## src/rtl/register_file_pkg.sv

```systemverilog
// Shared processor definitions: default register-file geometry, the
// register-index type used by decode and writeback, and the rule that
// decides whether an index may be written or marked pending.
package register_file_pkg;

  localparam int DEFAULT_WIDTH = 32;
  localparam int DEFAULT_DEPTH = 32;

  typedef logic [$clog2(DEFAULT_DEPTH)-1:0] regIdx_t;

  // An index is usable when it names a real register. When register 0 is
  // hardwired, index 0 is treated like an unused slot.
  function automatic logic idxWritable(input int idx, input int depth, input logic zeroReg);
    return (idx < depth) && !(zeroReg && (idx == 0));
  endfunction

endpackage

```

## src/rtl/register_file_scoreboard.sv

```systemverilog
// Pending-bit scoreboard: one bit per register marks an outstanding producer.
// Issue sets a bit, writeback clears it, flush clears everything.
// Also keeps a registered popcount of the pending vector.
module reg_scoreboard
  import register_file_pkg::*;
#(
  parameter int DEPTH    = DEFAULT_DEPTH,
  parameter int ZERO_REG = 1,
  localparam int AW      = $clog2(DEPTH),
  localparam int CW      = $clog2(DEPTH + 1)
) (
  input  logic             clk_i,
  input  logic             reset_i,
  input  logic             wr_en_i,
  input  logic [AW-1:0]    wr_addr_i,
  input  logic             iss_en_i,
  input  logic [AW-1:0]    iss_addr_i,
  input  logic             flush_i,
  output logic [DEPTH-1:0] pending_o,
  output logic [CW-1:0]    pend_count_o
);

  logic [DEPTH-1:0] pending_q, pending_d;
  logic [CW-1:0]    count_q, count_d;
  logic             wrOk, issOk;

  assign wrOk  = wr_en_i  && idxWritable(32'(wr_addr_i), DEPTH, ZERO_REG != 0);
  assign issOk = iss_en_i && idxWritable(32'(iss_addr_i), DEPTH, ZERO_REG != 0);

  // Next pending vector: writeback clears first so a same-edge issue to the
  // same register leaves it set; flush overrides both.
  always_comb begin
    pending_d = pending_q;
    if (flush_i) begin
      pending_d = '0;
    end else begin
      if (wrOk)  pending_d[wr_addr_i]  = 1'b0;
      if (issOk) pending_d[iss_addr_i] = 1'b1;
    end
    count_d = '0;
    for (int i = 0; i < DEPTH; i++) begin
      count_d = count_d + {{(CW-1){1'b0}}, pending_d[i]};
    end
  end

  // Pending bits and their count update together so the count always
  // matches the vector after every edge.
  always_ff @(posedge clk_i or negedge reset_i) begin
    if (!reset_i) begin
      pending_q <= '0;
      count_q   <= '0;
    end else begin
      pending_q <= pending_d;
      count_q   <= count_d;
    end
  end

  assign pending_o    = pending_q;
  assign pend_count_o = count_q;

endmodule

```

## src/rtl/register_file.sv

```systemverilog
// Register file with two combinational read ports, one write port with
// optional same-cycle forwarding, and a pending-bit scoreboard for issue
// tracking. Register 0 may be hardwired to zero.
module register_file
  import register_file_pkg::*;
#(
  parameter int WIDTH    = DEFAULT_WIDTH,
  parameter int DEPTH    = DEFAULT_DEPTH,
  parameter int ZERO_REG = 1,
  parameter int BYPASS   = 1,
  localparam int AW      = $clog2(DEPTH),
  localparam int CW      = $clog2(DEPTH + 1)
) (
  input  logic             clk,
  input  logic             reset,
  input  logic             wr_en,
  input  logic [AW-1:0]    wr_addr,
  input  logic [WIDTH-1:0] wr_data,
  input  logic             iss_en,
  input  logic [AW-1:0]    iss_addr,
  input  logic             flush,
  input  logic [AW-1:0]    rd_addr_a,
  input  logic [AW-1:0]    rd_addr_b,
  output logic [WIDTH-1:0] rd_data_a,
  output logic [WIDTH-1:0] rd_data_b,
  output logic             rd_pend_a,
  output logic             rd_pend_b,
  output logic [CW-1:0]    pend_count
);

  logic [WIDTH-1:0] regArray_q [DEPTH];
  logic [DEPTH-1:0] pending;
  logic             wrOk, issHitsWr;
  logic [AW-1:0]    rdAddr [2];
  logic [WIDTH-1:0] rdData [2];
  logic             rdPend [2];

  assign wrOk      = wr_en && idxWritable(32'(wr_addr), DEPTH, ZERO_REG != 0);
  assign issHitsWr = iss_en && !flush && (iss_addr == wr_addr);

  reg_scoreboard #(
    .DEPTH   (DEPTH),
    .ZERO_REG(ZERO_REG)
  ) u_scoreboard (
    .clk_i       (clk),
    .reset_i     (reset),
    .wr_en_i     (wr_en),
    .wr_addr_i   (wr_addr),
    .iss_en_i    (iss_en),
    .iss_addr_i  (iss_addr),
    .flush_i     (flush),
    .pending_o   (pending),
    .pend_count_o(pend_count)
  );

  // Data array: writes land on the edge; a discarded index never changes.
  always_ff @(posedge clk or negedge reset) begin
    if (!reset) begin
      for (int i = 0; i < DEPTH; i++) regArray_q[i] <= '0;
    end else if (wrOk) begin
      regArray_q[wr_addr] <= wr_data;
    end
  end

  assign rdAddr[0] = rd_addr_a;
  assign rdAddr[1] = rd_addr_b;

  // Read ports: unusable indices read as zero and not pending; a matching
  // writeback is forwarded and shown as resolved unless a new producer
  // issues to the same register in the same cycle.
  always_comb begin
    for (int p = 0; p < 2; p++) begin
      rdData[p] = '0;
      rdPend[p] = 1'b0;
      if (idxWritable(32'(rdAddr[p]), DEPTH, ZERO_REG != 0)) begin
        rdData[p] = regArray_q[rdAddr[p]];
        rdPend[p] = pending[rdAddr[p]];
        if ((BYPASS != 0) && wrOk && (wr_addr == rdAddr[p])) begin
          rdData[p] = wr_data;
          rdPend[p] = issHitsWr;
        end
      end
    end
  end

  assign rd_data_a = rdData[0];
  assign rd_data_b = rdData[1];
  assign rd_pend_a = rdPend[0];
  assign rd_pend_b = rdPend[1];

endmodule

```

## config.mk

```make
export PLATFORM = sky130hd
export DESIGN_NAME = register_file
export DESIGN_NICKNAME = d
export VERILOG_FILES = /design/src/rtl/register_file_pkg.sv /design/src/rtl/register_file_scoreboard.sv /design/src/rtl/register_file.sv
export SDC_FILE = /design/constraint.sdc
export NUM_CORES = 2
export LEC_CHECK = 0
export ABC_CLOCK_PERIOD_IN_PS = 4700
export BUFFER_PORTS_ARGS = -buffer_cell sky130_fd_sc_hd__buf_2
export CAP_MARGIN = 20
export CORE_MARGIN = 8
export CORE_UTILIZATION = 57
export DETAILED_ROUTE_END_ITERATION = 7
export PLACE_DENSITY = 0.76
export SLEW_MARGIN = 25
export SYNTH_ARGS = -nofsm -noshare
export SYNTH_HDL_FRONTEND = slang
export SYNTH_SLANG_ARGS = --single-unit
```

## constraint.sdc

```tcl
create_clock -name clk -period 4.7 [get_ports clk]
set_input_delay 0.94 -clock clk [delete_from_list [all_inputs] [get_ports clk]]
set_output_delay 0.94 -clock clk [all_outputs]
set_load 0.02 [all_outputs]
```

# Word-level counts from Yosys, hierarchy flattened
# Index checks and enable logic that the tools add are counted.
totals:
  rom_bits: 0
  mem_count: 0
  out_inout_bits: 72
  inputBits: 57
  register_bits: 1062
  latch_bits: 0
  ramBits: 0
  word_cells: 129
op_classes:
  n_mux: 29
  n_shift: 0
  n_reduce_logical: 16
  n_div: 0
  add_sub_neg: 31
  order_cmp: 10
  eq_ne: 3
  bitwise_logic: 6
  n_mul: 0
op_table:
  columns: ["op", "count"]
  rows:
  - ["1024-bit bitwise mux", 1]
  - ["32-bit 2-to-1 mux", 13]
  - ["32-bit binary-select mux with 5-bit select", 2]
  - ["6-bit by 1-bit adder with 6-bit output", 30]
  - ["32-bit demux with 5-bit select", 1]
  - ["32-bit bitwise AND", 1]
  - ["32-bit NOT", 1]
  - ["32-bit OR", 1]
  - ["5-bit by 6-bit less-than comparator with 1-bit output, second input constant", 4]
  - ["5-bit zero test", 4]
  - ["6-bit greater-or-equal comparator, second input constant", 3]
  - ["5-bit NOT with 6-bit output", 3]
  - ["5-bit == test", 3]
  - ["1-bit binary-select mux with 5-bit select", 2]
  - ["1-bit demux with 5-bit select", 2]
  - ["5-bit by 1-bit greater-or-equal comparator with 1-bit output, second input constant", 2]
  - ["1-bit logical AND", 9]
  - ["1-bit 2-to-1 mux", 8]
  - ["6-bit by 1-bit less-than comparator with 1-bit output, second input constant", 1]
  - ["1-bit zero test", 3]
  - ["1-bit by 1-bit adder with 2-bit output", 1]

# Logic depth before layout (Yosys ltp)
logic_depth:
  ltp_word: 42
  mapped_depth: 24
  depth_no_buf: 22

# By module
# From an unflattened synthesis, not the netlist that was laid out.
unflattened:
  hier_cells: 4281
  area_unflattened_um2: 58557.4
modules_own_cells:
  columns: ["mod", "cells_each", "n_inst", "area_each_um2", "seq_area_each_um2"]
  rows:
  - ["register_file", 3999, 1, 55746.0, 25624.6]
  - ["reg_scoreboard", 282, 1, 2811.4, 950.9]

# Least setup slack after synthesis
# OpenSTA, ideal clock, no wires.
synth_path:
  path_type: "input port to flip-flop"
  start: "input port wr_addr[1]"
  end: "register u_scoreboard.count_q[4], in the netlist u_scoreboard.pend_count_o[4]"
  required_time_ns: 4.577
  slack_ns: -1.834
  setup_time_ns: 0.123
  path_buffers: 3
  t_arrival_ns: 6.411
  cell_stages: 20
  cell_sequence: "buf_2 > and3b_1 > clkbuf_1 > nand2_1 > buf_1 > a32o_1 > ha_1 > inv_1 > fa_1 > fa_1 > fa_1 > fa_1 > fa_1 > fa_1 > fa_1 > fa_1 > inv_1 > a21o_1 > a21oi_1 > xnor2_1"
synth_between:
  elab_chain_cells: 42
  word_cells_on_any_way: 46
  classes_between: "31 x add/sub; 2 x order compare; 6 x mux; 3 x bitwise; 4 x reduce/logical"
synth_rtl:
  columns: ["element", "line", "rtl"]
  rows:
  - ["start, declared", "register_file.sv:17", "input logic [AW-1:0] wr_addr,"]
  - ["5-bit by 6-bit less-than comparator with 1-bit output (not written as such) or 5-bit by 1-bit greater-or-equal comparator with 1-bit output (tied branches)", "register_file_scoreboard.sv:37", "if (wrOk) pending_d[wr_addr_i] = 1'b0;"]
  - ["1-bit logical AND (not written as such)", "register_file_scoreboard.sv:37", null]
  - ["1-bit 2-to-1 mux (not written as such)", "register_file_scoreboard.sv:37", null]
  - ["1-bit demux with 5-bit select", null, null]
  - ["32-bit NOT (no source line)", null, null]
  - ["32-bit bitwise AND (no source line)", null, null]
  - ["32-bit 2-to-1 mux (*)", "register_file_scoreboard.sv:37", null]
  - ["32-bit 2-to-1 mux (*)", "register_file_scoreboard.sv:34", "if (flush_i) begin"]
  - ["32-bit OR (no source line)", null, null]
  - ["32-bit 2-to-1 mux (*)", "register_file_scoreboard.sv:38", "if (issOk) pending_d[iss_addr_i] = 1'b1;"]
  - ["32-bit 2-to-1 mux (*)", "register_file_scoreboard.sv:34", null]
  - ["via u_scoreboard.pending_d[1]", "register_file_scoreboard.sv:23", "logic [DEPTH-1:0] pending_q, pending_d;"]
  - ["1-bit by 1-bit adder with 2-bit output (*)", "register_file_scoreboard.sv:42", "count_d = count_d + {{(CW-1){1'b0}}, pending_d[i]};"]
  - ["6-bit by 1-bit adder with 6-bit output (*) (30 in a row)", "register_file_scoreboard.sv:42", null]
  - ["via u_scoreboard.count_d[4]", "register_file_scoreboard.sv:24", "logic [CW-1:0] count_q, count_d;"]
  - ["end signal, assigned", "register_file_scoreboard.sv:54", "count_q <= count_d;"]
  - ["end, declared", "register_file_scoreboard.sv:24", null]
# The timed path passes the listed nets; every way through them passes the cells marked *. The select of a mux whose other input is x is not followed.
# A chain may end at the register's enable or synchronous reset.

# Final worst setup path
layout_path:
  start: "input port wr_addr[3]"
  end: "register u_scoreboard.count_q[4], in the netlist u_scoreboard.pend_count_o[4]"
# Same word-level chain as after synthesis.

==> results.py <==
metrics = {
    "run_status": {
        "outcome": "complete, but fails checks",
        "violated_checks": "negative setup slack",
    },
    "timing": {
        "slew_worst_pin_ns": 1.06,
        "period_needed_ns": 5.43,
        "timing.fmax_mhz": 184,
        "setup_violations": 6,
        "timing_max_transition_violations_final": 0,
        "finalCritPeriodShare_pct": 116,
        "grt_setup_unrepaired": "yes",
        "worst_setup_skew_after_layout_ns": 0.00261,
        "post-route-worst-setup-slack_ns": -0.729,
        "slew_headroom_pct": 29.4,
        "final_hold_viol_count": 0,
    },
    "global_routing": {
        "grt_util_all_layers_pct": 33.9,
        "grt_pass1_vias": 42000,
        "antenna_found_initial": 6,
        "grt_overflow_total": 0,
        "wire_length_of_the_first_global_routing_pass_um": 283000,
        "grt_max_degree": 92,
    },
    "floorplanning": {
        "io-pin-count": 129,
        "chipWidth_um": 335,
        "placementRows": 117,
        "initial_utilization_pct": 57.3,
        "die_height_um": 335,
        "design.die.area_mm2": 0.112,
        "placeableCoreArea_mm2": 0.101,
    },
    "place": {
        "gp_congestion": 0.894,
        "place_hpwl_um": 114000,
        "dp_slack_ns": -1.64,
        "buffers_added_on_ports": 128,
    },
    "logic_synthesis": {
        "synth_async_sr_flop_share_pct": 100,
        "cell_types_with_the_largest_area_share_after_synthesis": "dfrtp_1, mux2_2, mux4_2",
        "avgSynthCellArea_um2": 14.0,
        "syn_area_mm2": 0.0580,
        "yosys.area.top_type": "dfrtp_1",
        "synth.ff_latch_count": 1062,
        "syn-num-nets": 4227,
        "edff_count_synth": 0,
        "top_reg_cell_synth": "dfrtp_1",
        "synth_seq_area_share_pct": 45.8,
        "syn-instance-count": 4138,
        "synth_top_cell_area_share_pct": 45.8,
        "yosysUniqueCellTypes": 70,
        "synth_warnings": 0,
    },
    "cells_and_area": {
        "area.sequential_mm2": 0.0266,
        "syn_to_final_growth_pct": 12.8,
        "fillCellCount": 7459,
        "utilization_pct": 64.6,
        "num-nets-final": 4305,
        "multi_input_area_mm2": 0.0295,
        "fraction_of_final_layout_cells_sized_beyond_drive_strength_1_pct": 49.3,
    },
    "cts": {
        "cts_hold_repair.buffers": 0,
        "cts_htree_levels": 3,
        "cts_tree": "built",
        "clk-insertion-delay-late_ns": 0.69,
        "cts_inserted_buffers": 110,
        "clkSlewWorstSetupHoldPaths_ns": 0.06,
        "clockBufferDepth": 3,
        "cts-root-buf": "clkbuf_16",
        "clock-sinks": 1062,
    },
    "run": {
        "maxCapViolCount": 0,
    },
    "pwr": {
        "pwr-share-comb_pct": 20.6,
        "p_seq_share_pct": 44.8,
        "internal_power_uw": 19500,
        "worst_ir_drop_vdd_uv": 343,
        "power_leakage_uw": 0.0290,
        "power.total_uw": 26900,
        "clkPwrFrac_pct": 34.6,
        "p_sw_uw": 7480,
        "p_per_cell_area_mw_per_mm2": 412,
        "switching_share_pct": 27.8,
    },
    "detailed_routing": {
        "detail_route.drc_violations": 0,
        "detail_route.wl_per_cell_um": 33.9,
        "vias_per_cell": 7.21,
        "drt-initial-drc-count": 4845,
        "wl_um": 192000,
        "detailroute.via_count": 40900,
        "ant_nets": 0,
        "detailedRoute.firstPassIterationCount": 6,
    },
    "critical_path": {
        "timing.critical_path.from_type": "primary input",
        "cp_data_arrival_time_ns": 6.01,
        "critPathKind": "in -> reg",
        "worst_ep_required_time_ns": 5.28,
        "critical_path.max_fanout": 3,
        "setup.worst_path.end_class": "flop",
    },
    "hold_path": {
        "hold_class": "in -> async",
    },
}
[critical path: stages]
cell     delay [ns]
buf_6          0.10
nor3_4         0.26
nand2_2        0.12
a32o_2         0.31
ha_4           0.27
inv_2          0.03
fa_1           0.46
fa_1           0.51
fa_1           0.45
fa_1           0.54
fa_1           0.43
fa_1           0.47
fa_2           0.38
fa_2           0.36
inv_1          0.06
a21o_1         0.12
a21oi_2        0.06
xnor2_1        0.12
[cell type report]
cell class,count,area share (%)
flip-flops and latches,1062,40.6
multi-input cells,2565,45.1
clock buffers,164,4.98
repair buffers,428,5.56
inverters,49,0.281
diodes,4,0.0153
clock inverters,40,0.851
well taps,1368,2.62
[synth_stat cells (all sizes together) (7+ instances only)]
master and instances:
mux2 1050, nand2 128, nand2b 15, mux2i 265
and2 7, a21o 8, fa 24, a2111oi 8
nand3 21, nor2 41, clkbuf 260, o22ai 71
a221oi 31, a22o 18, o21ai 49, o211ai 18
a32o 33, a21oi 82, a211oi 32, mux4 386
inv 48, dfrtp 1062, nor3 20, a22oi 85
ha 8, a31oi 9, nor4 8, nor2b 12
o221ai 25, a221o 18, xor2 12, buf 202
[through the flow]
| stage | instance area, um^2 | hold slack [ns] | setup TNS, ns | cells |
|---|---|---|---|---|
| floorplan | 58100 | 0.441 | -7.84 | 4138 |
| global route | 65400 | 0.375 | -4.13 | 5677 |
| CTS | 65300 | 0.333 | -3.37 | 5672 |
| global placement | 61400 | 0.378 | -10.75 | 5463 |
| detailed placement | 61400 | 0.384 | -8.43 | 5463 |
| finish | 65400 | 0.341 | -3.15 | 5680 |
[per-layer routing]
metal,share of wire [%],global-route usage (%)
met5,0.0068,0
met4,6.4,18.4
met3,11,8.70
met2,46,52.6
met1,37,43.8
[state kept, by name (all words and copies together), names as in the netlist]
| register | flops |
|---|---|
| u_scoreboard.pend_count_o | 6 |
| regArray_q | 1024 |
| u_scoreboard.pending_o | 32 |
[power by group through the flow]
stage / Combinational (uW) / Sequential [uW] / Clock [uW]
4_1_cts: 5520 / 12000 / 9340
3_5_place_dp: 5490 / 12100 / 0
2_1_floorplan: 4100 / 11700 / 0
5_1_grt: 5890 / 12200 / 9710
3_3_place_gp: 5330 / 12000 / 0
6_report: 5560 / 12100 / 9310
[kinds of logic after synthesis]
| logic type | count (synthesis) | share of synthesized area (%) |
|---|---|---|
| mux | 1701 | 39.9 |
| flops | 1062 | 45.8 |
| compound gates | 522 | 6.51 |
| buf+inv | 511 | 4.00 |
| simple gates | 292 | 2.46 |
| fa+ha+maj | 32 | 1.00 |
| xor+xnor | 18 | 0.272 |
[path summary, 6_finish.rpt]
path	cells past startpoint	slack, ns	endpoint	start
worst max-delay path	18	-0.73	u_scoreboard.pend_count_o[4]	wr_addr[3]
worst min-delay path	1	0.34	regArray_q[375]	reset
worst max register to register	15	-0.36	u_scoreboard.pend_count_o[4]	u_scoreboard.pending_o[1]
worst min register to register	0	0.40	regArray_q[1005]	regArray_q[1005]
max in group asynchronous	2	3.30	regArray_q[739]	reset
min in group clk	0	0.40	regArray_q[1005]	regArray_q[1005]
[layout by cell type (no fill, tap or decap), drive strengths merged, types with 9 or more instances in the layout]
| cell type | synthesis | layout |
|---|---|---|
| clkbuf | 260 | 165 |
| fa | 24 | 24 |
| nand2 | 128 | 128 |
| inv | 48 | 51 |
| buf | 202 | 427 |
| a221oi | 31 | 31 |
| mux4 | 386 | 386 |
| mux2i | 265 | 265 |
| dfrtp | 1062 | 1062 |
| nor2b | 12 | 12 |
| nor3 | 20 | 20 |
| a211oi | 32 | 32 |
| a22oi | 85 | 85 |
| nand3 | 21 | 21 |
| a221o | 18 | 18 |
| nand2b | 15 | 15 |
| o211ai | 18 | 18 |
| o21ai | 49 | 49 |
| clkinv | 1 | 23 |
| a32o | 33 | 33 |
| nor2 | 41 | 41 |
| a21oi | 82 | 82 |
| a22o | 18 | 18 |
| bufinv | 0 | 13 |
| a31oi | 9 | 9 |
| xor2 | 12 | 12 |
| o22ai | 71 | 71 |
| o221ai | 25 | 25 |
| mux2 | 1050 | 1050 |
[timing repair]
action,4_1_cts,5_1_grt
pin swaps,15,13
setup endpoints to repair,6,6
gates resized for setup,23,13
buffers inserted,5,4
gates cloned,0,0
Note: power is estimated with default switching activity, not from simulation.
